## src/rtl/sfir_pkg.sv

```systemverilog
// Shared types and helpers for the symmetric systolic FIR controller.
//   sfir_ctrl_state_e    : controller state (INIT, RUN, FLUSH)
//   sfir_default_latency : default sample-to-output latency for a given element count
package sfir_pkg;

   typedef enum logic [1:0] {
      ST_INIT  = 2'd0,
      ST_RUN   = 2'd1,
      ST_FLUSH = 2'd2
   } sfir_ctrl_state_e;

   // Chain latency: two register stages per element plus input/pre-add/mult/output stages.
   function automatic int unsigned sfir_default_latency(input int unsigned num_taps);
      return 2 * num_taps + 4;
   endfunction

endpackage

```

## src/rtl/sfir_valid_delay.sv

```systemverilog
// LATENCY-deep valid marker shift register with synchronous clear.
//   clk_i  : clock
//   rst_i  : synchronous active-high reset
//   clr_i  : synchronous clear of every stage
//   din_i  : marker entering stage 0
//   dout_o : marker leaving the last stage (registered)
module sfir_valid_delay #(
   parameter int unsigned DEPTH = 20
) (
   input  logic clk_i,
   input  logic rst_i,
   input  logic clr_i,
   input  logic din_i,
   output logic dout_o
);

   logic [DEPTH-1:0] sr_q;

   always_ff @(posedge clk_i) begin
      if (rst_i || clr_i) begin
         sr_q <= '0;
      end else begin
         sr_q <= {sr_q[DEPTH-2:0], din_i};
      end
   end

   assign dout_o = sr_q[DEPTH-1];

endmodule

```

## src/rtl/sfir_coeff_ctrl.sv

```systemverilog
// Sequencing controller for the even-symmetric systolic FIR chain.
// Loads coefficient sets into a shadow bank, commits them atomically to the
// active bank and registers samples into the chain. With SFIR_CTRL_FLUSH_EN
// defined, each commit zero-flushes the chain for LATENCY cycles and kills
// in-flight valid markers so no output mixes two coefficient sets.
//   clk_i, rst_i                            : clock, synchronous active-high reset
//   coef_tdata_i/tvalid_i/tlast_i/tready_o  : coefficient word stream
//   s_tdata_i/s_tvalid_i/s_tready_o         : sample stream
//   coeff_o     : active bank, element k at [k*COEF_WIDTH +: COEF_WIDTH]
//   fir_data_o  : registered sample into the chain
//   out_valid_o : chain output valid this cycle
//   busy_o      : controller not in RUN
//   err_o       : sticky framing error
module sfir_coeff_ctrl
   import sfir_pkg::*;
#(
   parameter int unsigned NUM_TAPS   = 8,
   parameter int unsigned COEF_WIDTH = 16,
   parameter int unsigned DATA_WIDTH = 16,
   parameter int unsigned LATENCY    = sfir_default_latency(NUM_TAPS)
) (
   input  logic                           clk_i,
   input  logic                           rst_i,
   input  logic [COEF_WIDTH-1:0]          coef_tdata_i,
   input  logic                           coef_tvalid_i,
   input  logic                           coef_tlast_i,
   output logic                           coef_tready_o,
   input  logic [DATA_WIDTH-1:0]          s_tdata_i,
   input  logic                           s_tvalid_i,
   output logic                           s_tready_o,
   output logic [NUM_TAPS*COEF_WIDTH-1:0] coeff_o,
   output logic [DATA_WIDTH-1:0]          fir_data_o,
   output logic                           out_valid_o,
   output logic                           busy_o,
   output logic                           err_o
);

   localparam int unsigned      IDX_W    = (NUM_TAPS > 1) ? $clog2(NUM_TAPS) : 1;
   localparam logic [IDX_W-1:0] IDX_LAST = IDX_W'(NUM_TAPS - 1);

   sfir_ctrl_state_e      state_q;
   logic [COEF_WIDTH-1:0] shadow_q [NUM_TAPS];
   logic [IDX_W-1:0]      idx_q;
   logic                  vmark_q;
   logic                  coef_acc;
   logic                  s_acc;
   logic                  commit;
   logic                  frame_err;
   logic                  vd_clr;

`ifdef SFIR_CTRL_FLUSH_EN
   localparam int unsigned CNT_W = (LATENCY > 1) ? $clog2(LATENCY) : 1;
   logic [CNT_W-1:0] flush_cnt_q;
   assign vd_clr = commit;
`else
   assign vd_clr = 1'b0;
`endif

   // Handshakes are qualified with the registered ready outputs the sources see.
   assign coef_acc  = coef_tvalid_i & coef_tready_o;
   assign s_acc     = s_tvalid_i & s_tready_o;
   assign commit    = coef_acc & coef_tlast_i & (idx_q == IDX_LAST);
   assign frame_err = coef_acc & (coef_tlast_i != (idx_q == IDX_LAST));

   // Shadow/active banks, word index and sticky framing error.
   always_ff @(posedge clk_i) begin
      if (rst_i) begin
         for (int k = 0; k < int'(NUM_TAPS); k++) shadow_q[k] <= '0;
         coeff_o <= '0;
         idx_q   <= '0;
         err_o   <= 1'b0;
      end else if (coef_acc) begin
         shadow_q[idx_q] <= coef_tdata_i;
         if (commit) begin
            // Last word bypasses the shadow so the whole set lands in one edge.
            for (int k = 0; k < int'(NUM_TAPS) - 1; k++)
               coeff_o[k*COEF_WIDTH +: COEF_WIDTH] <= shadow_q[k];
            coeff_o[(NUM_TAPS-1)*COEF_WIDTH +: COEF_WIDTH] <= coef_tdata_i;
            idx_q <= '0;
         end else if (frame_err) begin
            err_o <= 1'b1;
            idx_q <= '0;
         end else begin
            idx_q <= idx_q + IDX_W'(1);
         end
      end
   end

   // Controller FSM with registered handshake/status outputs and sample register.
   always_ff @(posedge clk_i) begin
      if (rst_i) begin
         state_q       <= ST_INIT;
         coef_tready_o <= 1'b0;
         s_tready_o    <= 1'b0;
         busy_o        <= 1'b1;
         fir_data_o    <= '0;
         vmark_q       <= 1'b0;
`ifdef SFIR_CTRL_FLUSH_EN
         flush_cnt_q   <= '0;
`endif
      end else begin
         fir_data_o    <= '0;
         vmark_q       <= 1'b0;
         coef_tready_o <= 1'b1;
         unique case (state_q)
            ST_INIT: begin
               if (commit) begin
`ifdef SFIR_CTRL_FLUSH_EN
                  state_q       <= ST_FLUSH;
                  coef_tready_o <= 1'b0;
                  flush_cnt_q   <= '0;
`else
                  state_q    <= ST_RUN;
                  s_tready_o <= 1'b1;
                  busy_o     <= 1'b0;
`endif
               end
            end
            ST_RUN: begin
               // No stall in the chain: an idle cycle inserts a zero sample.
               fir_data_o <= s_acc ? s_tdata_i : '0;
               vmark_q    <= s_acc;
`ifdef SFIR_CTRL_FLUSH_EN
               if (commit) begin
                  // Sample of the commit cycle still enters; its marker is dropped.
                  state_q       <= ST_FLUSH;
                  s_tready_o    <= 1'b0;
                  busy_o        <= 1'b1;
                  coef_tready_o <= 1'b0;
                  flush_cnt_q   <= '0;
                  vmark_q       <= 1'b0;
               end
`endif
            end
`ifdef SFIR_CTRL_FLUSH_EN
            ST_FLUSH: begin
               if (flush_cnt_q == CNT_W'(LATENCY - 1)) begin
                  state_q    <= ST_RUN;
                  s_tready_o <= 1'b1;
                  busy_o     <= 1'b0;
               end else begin
                  coef_tready_o <= 1'b0;
                  flush_cnt_q   <= flush_cnt_q + CNT_W'(1);
               end
            end
`endif
            default: state_q <= ST_INIT;
         endcase
      end
   end

   sfir_valid_delay #(
      .DEPTH (LATENCY)
   ) u_valid_delay (
      .clk_i  (clk_i),
      .rst_i  (rst_i),
      .clr_i  (vd_clr),
      .din_i  (vmark_q),
      .dout_o (out_valid_o)
   );

endmodule
```

## config.mk

```make
export PLATFORM = sky130hd
export DESIGN_NAME = sfir_coeff_ctrl
export DESIGN_NICKNAME = d
export VERILOG_FILES = /design/src/rtl/sfir_pkg.sv /design/src/rtl/sfir_valid_delay.sv /design/src/rtl/sfir_coeff_ctrl.sv
export SDC_FILE = /design/constraint.sdc
export NUM_CORES = 1
export LEC_CHECK = 0
export CAP_MARGIN = 40
export CELL_PAD_IN_SITES_DETAIL_PLACEMENT = 1
export CELL_PAD_IN_SITES_GLOBAL_PLACEMENT = 2
export CORE_AREA = 2 2 183 185
export CTS_CLUSTER_DIAMETER = 200
export DETAILED_ROUTE_END_ITERATION = 10
export DIE_AREA = 0 0 185 187
export PLACE_DENSITY_LB_ADDON = 0.1
export SLEW_MARGIN = 15
export SYNTH_ARGS = -nofsm -noshare
export SYNTH_HDL_FRONTEND = slang
export SYNTH_SLANG_ARGS = --single-unit
```

## constraint.sdc

```tcl
create_clock -name clk_i -period 3.64 [get_ports clk_i]
set_input_delay 0.728 -clock clk_i [delete_from_list [all_inputs] [get_ports clk_i]]
set_output_delay 0.728 -clock clk_i [all_outputs]
set_load 0.02 [all_outputs]
```

==> metrics, run 1 <==
outcome finished clean; row cnt 67; YS warnings 0; Worst-Margin Slew between 700 and 800 ps; Residual DRC 0; hold_ws roughly 430 ps; CTS buffer count 34; Total Die Area ~35,000 um2; nets ~1,100; multi-input logic area around 3900 um2; Peak Freq ~410 MHz; final instance area between 10,000 and 15,000 um2; ant diodes 0; Synth area leader dfxtp_1; syn avg cell area between 10 and 15 um2; startpoint types flop; DIE WIDTH around 190 um; critical path endpoint category primary output; Clock Skew 11.76 ps; worst path required time around 2900 ps; Setup CP Type reg -> out; placed inst area 13,450 um2; first-pass GRT wire length ~45 mm; syn_nets ~980; Area Growth Syn to Fin 29.04%; CTS tree built; final wirelength a little under 30 mm; Slew headroom 51.03%; Die H between 150 and 200 um; fill count ~3,500; Cell variety after synth 29; unrepaired setup endpoints after global routing no; post-CTS sizing 0; Tcrit/Tclk final between 60% and 70%; total global-route track usage 17.00%; proportion of layout cells with a drive suffix above 1 between 6 and 7%; Core ar. around 33,000 um2; top layer in use met4; CTS Hold Bufs 0; Worst path max stage delay about 680 ps; total iterations of the first detailed-routing run 4; Yosys top cell area share 30.71%; H-tree levels 2; crit path time final roughly 2400 ps; simple logic cell fraction of the synthesized area between 20% and 30%; Area contributors post-synth dfxtp_1, edfxtp_1, nand2b_1; Max Slew Vio Count 0; Max Fanout on Critical Path 9; Post-CTS Setup Bufs 0; Int Pwr between 5 and 6 mW; sequential share of power roughly half; vias in the first global route around 7,600; First DRT Iteration DRCs between 300 and 400; clk slew on worst S/H paths approximately 60 ps; Synth top cells by count nand2b_1, dfxtp_1, mux2i_1; met2 routed WL 13.39 mm; GPL Wtd Cong approximately 0.70; clk_lat worst skew around 500 ps; I/O pins ~190; post-synthesis mux area share roughly 11%; setup TNS 0 ps; DRT met1 WL about 14 mm; register area share after synthesis just over 60%; Max Cap Violations 0; peak supply drop 0.2693 mV; Longest Clk Path Bufs 3; adder-cell share of the synthesized area 0.2219%; P_leak 4.817 nW; HPWL Detailed roughly 18 mm; post-synthesis xor/xnor area fraction 0.07767%; clk sinks between 200 and 300; top-count cell post-synth nand2b_1; total gr overflow 0; routed wl met3 ~1.8 mm; PD cells 476.2 nW/um2; # port buffers ~190; critical path's top delay family buffers and inverters; Synth Flop Type dfxtp_1; setup violators final 0; Switching Fraction 21.55%; crit path max-delay cell type clkdlybuf4s50_1; antenna violations before repair 0; Post-Syn Area 11,280 um2; Clock Power Share 47.0%; compound-cell area share of the yosys netlist 0.8210%; worst hold-check path type reg -> reg; Comb pwr share just over 4%; largest family of logic cells by synthesized area simple AND/OR/NAND/NOR gates; Async SR Flop Fraction 0%; switching pwr 1.493 mW; vias per cell 4.553; wire length per cell between 15 and 20 um; register area between 6000 and 7000 um2; Post-DRT Antenna Nets 0; Synth Instances between 900 and 1,000; Post-synth EDFFs around 110; WP buf/inv 1; largest net degree at the start of global routing about 110; CTS root buf clkbuf_16; synthesis-stage register bit count ~290; worst path cell trace clkdlybuf4s50_1; Initial Util 34.32%; endpoints failing hold 0; vias post-DR about 7,000; Arrival @ worst endpoint approximately 1700 ps
## power by group through the flow
stage                     registers [mW]  clock network, mW  logic [mW]
final                               3.38               3.26       0.287
after global routing                3.39               3.48       0.311
after CTS                           3.38               3.35       0.290
after detailed placement            3.45                  0       0.290
after global placement              3.45                  0       0.283
after floorplan                     3.45                  0       0.157
## per-stage QoR
stage	setup slack (ps)	util (%)	power, mW	std cells
finish	1205	44.28	6.929	1584
global route	1120	44.28	7.181	1584
CTS	1182	44.20	7.024	1583
detailed placement	850.7	40.94	3.742	1521
global placement	876.6	40.85	3.735	1520
floorplan	656.2	-	3.603	945
## layout make-up
| class | instances | area share [%] |
|---|---|---|
| Timing Repair Buffer | 204 | 14.25 |
| Sequential cell | 285 | 46.91 |
| Inverter | 19 | 0.4901 |
| Multi-Input combinational cell | 566 | 27.14 |
| Clock inverter | 13 | 0.5503 |
| Clock buffer | 49 | 6.810 |
| Tap cell | 448 | 3.852 |
## layer usage
metal,global-route usage [%],up-vias
met1,23.00,3486
met3,4.439,36
met5,0,-
li1,-,3525
met2,27.31,165
met4,3.755,0
## cell families after synthesis
group / count (synthesis)
compound gates: 14
xor+xnor: 1
flops: 285
fa+ha+maj: 2
simple gates: 421
buf+inv: 94
mux: 128
## sequential cells by signal, indices dropped and copies added (netlist names)
signal / cells
shadow_q: 112
busy_o: 1
coef_tready_o: 1
s_tready_o: 1
state_q: 1
idx_q: 3
vmark_q: 1
fir_data_o: 16
u_valid_delay.sr_q: 20
err_o: 1
coeff_o: 128
## layout by cell type, fill, tap and decap left out, drive strengths merged, types with 2 or more instances in the layout
cell type	Yosys	routed
inv	19	19
ha	2	2
nand2b	259	259
buf	23	20
dfxtp	173	173
clkdlybuf4s50	0	184
clkinv	0	12
o32ai	2	2
nand4b	3	3
and2	17	17
clkbuf	52	49
o21ai	7	7
edfxtp	112	112
nand4bb	2	2
or2	3	3
nor2b	21	21
mux2i	128	128
nor3	112	112
## final timing paths
path / startpoint / endpoint / slack (ps) / cells after the start
setup / recovery: coef_tready_o / coef_tready_o / 1200 / 1
hold / removal: u_valid_delay.sr_q[8] / u_valid_delay.sr_q[9] / 430 / 1
setup reg to reg: idx_q[0] / shadow_q[5][15] / 1520 / 3
hold reg to reg: u_valid_delay.sr_q[8] / u_valid_delay.sr_q[9] / 430 / 1
No activity file was read; power rests on OpenSTA's default activity.
==> inputs of run 2 (changes only) <==
Clock period 3.64 ns to 2.5 ns, I/O delays scaled along.
==> run 2 against run 1 <==
  * Count of clock-buffer cells in the layout increased by 1
  * Global-route usage about the same
  * Sequential power increased by 46%
  * Register-to-register slack got worse by 870 ps
  * Sequential share of layout area decreased by 0.47 points
  * Combinational power increased by 50%
  * Flip-flop and latch count unchanged
  * Clock skew increased by 5.7 ps
  * Cell area increased by 1.0%
  * Via count increased by 1.3%
  * Worst hold slack got worse by 140 ps
  * Wire length decreased by 0.45%
  * Critical endpoint unchanged
  * Largest cell class unchanged
==> metrics, run 2 (same netlist as run 1, synthesis figures left out) <==
outcome finished clean (unchanged); I/O pins 186 (unchanged); Longest Clk Path Bufs 3 (unchanged); antenna violations before repair 0 (unchanged); vias per cell 4.565 (was 4.553); Peak Freq 449.1 MHz; multi-input logic area 3949 um2 (unchanged); worst path required time 2000 ps (was 2910 ps); max FFs per register 128 (unchanged); register area 6827 um2 (unchanged); Initial Util 34.32% (unchanged); placed cell count 1,539 (was 1,521); final wirelength 29.03 mm (was 29.16 mm); unrepaired setup endpoints after global routing no (unchanged); final instance area 14,700 um2 (was 14,550 um2); total iterations of the first detailed-routing run 4 (unchanged); Die H 187 um (unchanged); most frequent cells in the layout nand2b_1, clkdlybuf4s50_1, dfxtp_1, mux2i_1 (unchanged); Post-DRT Antenna Nets 0 (unchanged); Tcrit/Tclk final around nine tenths; placed inst area 13,620 um2 (was 13,450 um2); CTS Hold Bufs 0 (unchanged); Post-CTS Setup Bufs 0 (unchanged); setup violators final 0 (unchanged); Max Cap Violations 0 (unchanged); total gr overflow 0 (unchanged); Arrival @ worst endpoint 1730 ps (was 1710 ps); critical path endpoint category primary output (unchanged); proportion of layout cells with a drive suffix above 1 8.073% (was 6.338%); peak supply drop 0.3627 mV (was 0.2693 mV); commonest non-fill, non-tap cell in the layout nand2b_1 (unchanged); P_leak 4.905 nW (was 4.817 nW); HPWL Detailed 18.30 mm (was 18.04 mm); most flop-heavy register coeff_o (unchanged); Total Die Area 34,600 um2 (unchanged); fill count 3,528 (was 3,538); H-tree levels 2 (unchanged); nets 1,166 (was 1,149); vias post-DR 7,304 (was 7,212); worst hold-check path type in -> reg (was reg -> reg); CTS buffer count 34 (unchanged); first-pass GRT wire length 45.08 mm (was 45.03 mm); crit path time final about 2200 ps; First DRT Iteration DRCs 287 (was 345); Worst path max stage delay 700 ps (was 680 ps); # port buffers 185 (unchanged); crit path max-delay cell type clkdlybuf4s50_1 (unchanged); GPL Wtd Cong 0.6987 (was 0.7049); leading registers by flop count coeff_o: 128 flops, shadow_q: 112 flops, u_valid_delay.sr_q: 20 flops (unchanged); clk sinks 285 (unchanged); ant diodes 0 (unchanged); worst path cell trace clkdlybuf4s50_1 (unchanged); Residual DRC 0 (unchanged); CTS tree built (unchanged); total design power 10.17 mW (was 6.929 mW); CTS root buf clkbuf_16 (unchanged); Core ar. 32,860 um2 (unchanged); DIE WIDTH 185 um (unchanged); vias in the first global route 7,524 (was 7,583); Max Slew Vio Count 0 (unchanged); Clock Skew 17.44 ps (was 11.76 ps); startpoint types flop (unchanged); clk slew on worst S/H paths 50 ps (was 60 ps); wire length per cell 18.14 um (was 18.41 um); largest net degree at the start of global routing 82 (was 113); Worst-Margin Slew 750.5 ps (was 734.5 ps); row cnt 67 (unchanged); critical path's top delay family buffers and inverters (unchanged); Area Growth Syn to Fin 30.36% (was 29.04%); endpoints failing hold 0 (unchanged); PD cells 692.0 nW/um2 (was 476.2 nW/um2); Final Non-Filler Cells 1,600 (was 1,584); Setup CP Type reg -> out (unchanged); WP buf/inv 1 (unchanged); post-CTS sizing 0 (unchanged); Max Fanout on Critical Path 9 (unchanged); Slew headroom 49.97% (was 51.03%); total global-route track usage 17.01% (was 17.00%); clk_lat worst skew 500 ps (about the same)
[run 2: final cells by class]
class | count | area share [%]
clock inverter | 11 | 0.7490
multi-input combinational | 566 | 26.86
tap | 448 | 3.813
timing repair buffer | 221 | 15.04
clock buffer | 50 | 6.613
inverter | 19 | 0.4851
sequential | 285 | 46.44
[run 2: per-layer routing]
layer	global-route usage (%)	routed length, um	vias to the layer above
li1	-	-	3549
met1	23.56	13630	3527
met3	4.712	1953	47
met5	0	0	-
met2	26.06	12780	181
met4	4.701	660	0
[run 2: final timing paths]
check	start	endpoint	slack, ps	depth (start not counted)
max reg2reg	idx_q[0]	coeff_o[66]	650	6
min	rst_i	busy_o	290	2
max	coef_tready_o	coef_tready_o	270	1
min reg2reg	u_valid_delay.sr_q[3]	u_valid_delay.sr_q[4]	440	1
[run 2: power by group]
group / total [mW] / switching [mW] / internal, mW
Clock: 4.82 / 1.91 / 2.91
Combinational: 0.430 / 0.255 / 0.175
Sequential: 4.92 / 0.0285 / 4.90
Total: 10.2 / 2.19 / 7.98
[run 2: stage by stage]
stage               hold WS (ps)  setup TNS, ps  worst slack (ps)  util, %
floorplan                  413.8         -13420            -209.7        -
global placement           418.3              0             122.5    41.44
detailed placement         427.7              0             142.0    41.44
CTS                        269.4              0             261.8    44.73
global route               287.5              0             194.1    44.73
finish                     290.9              0             273.4    44.73
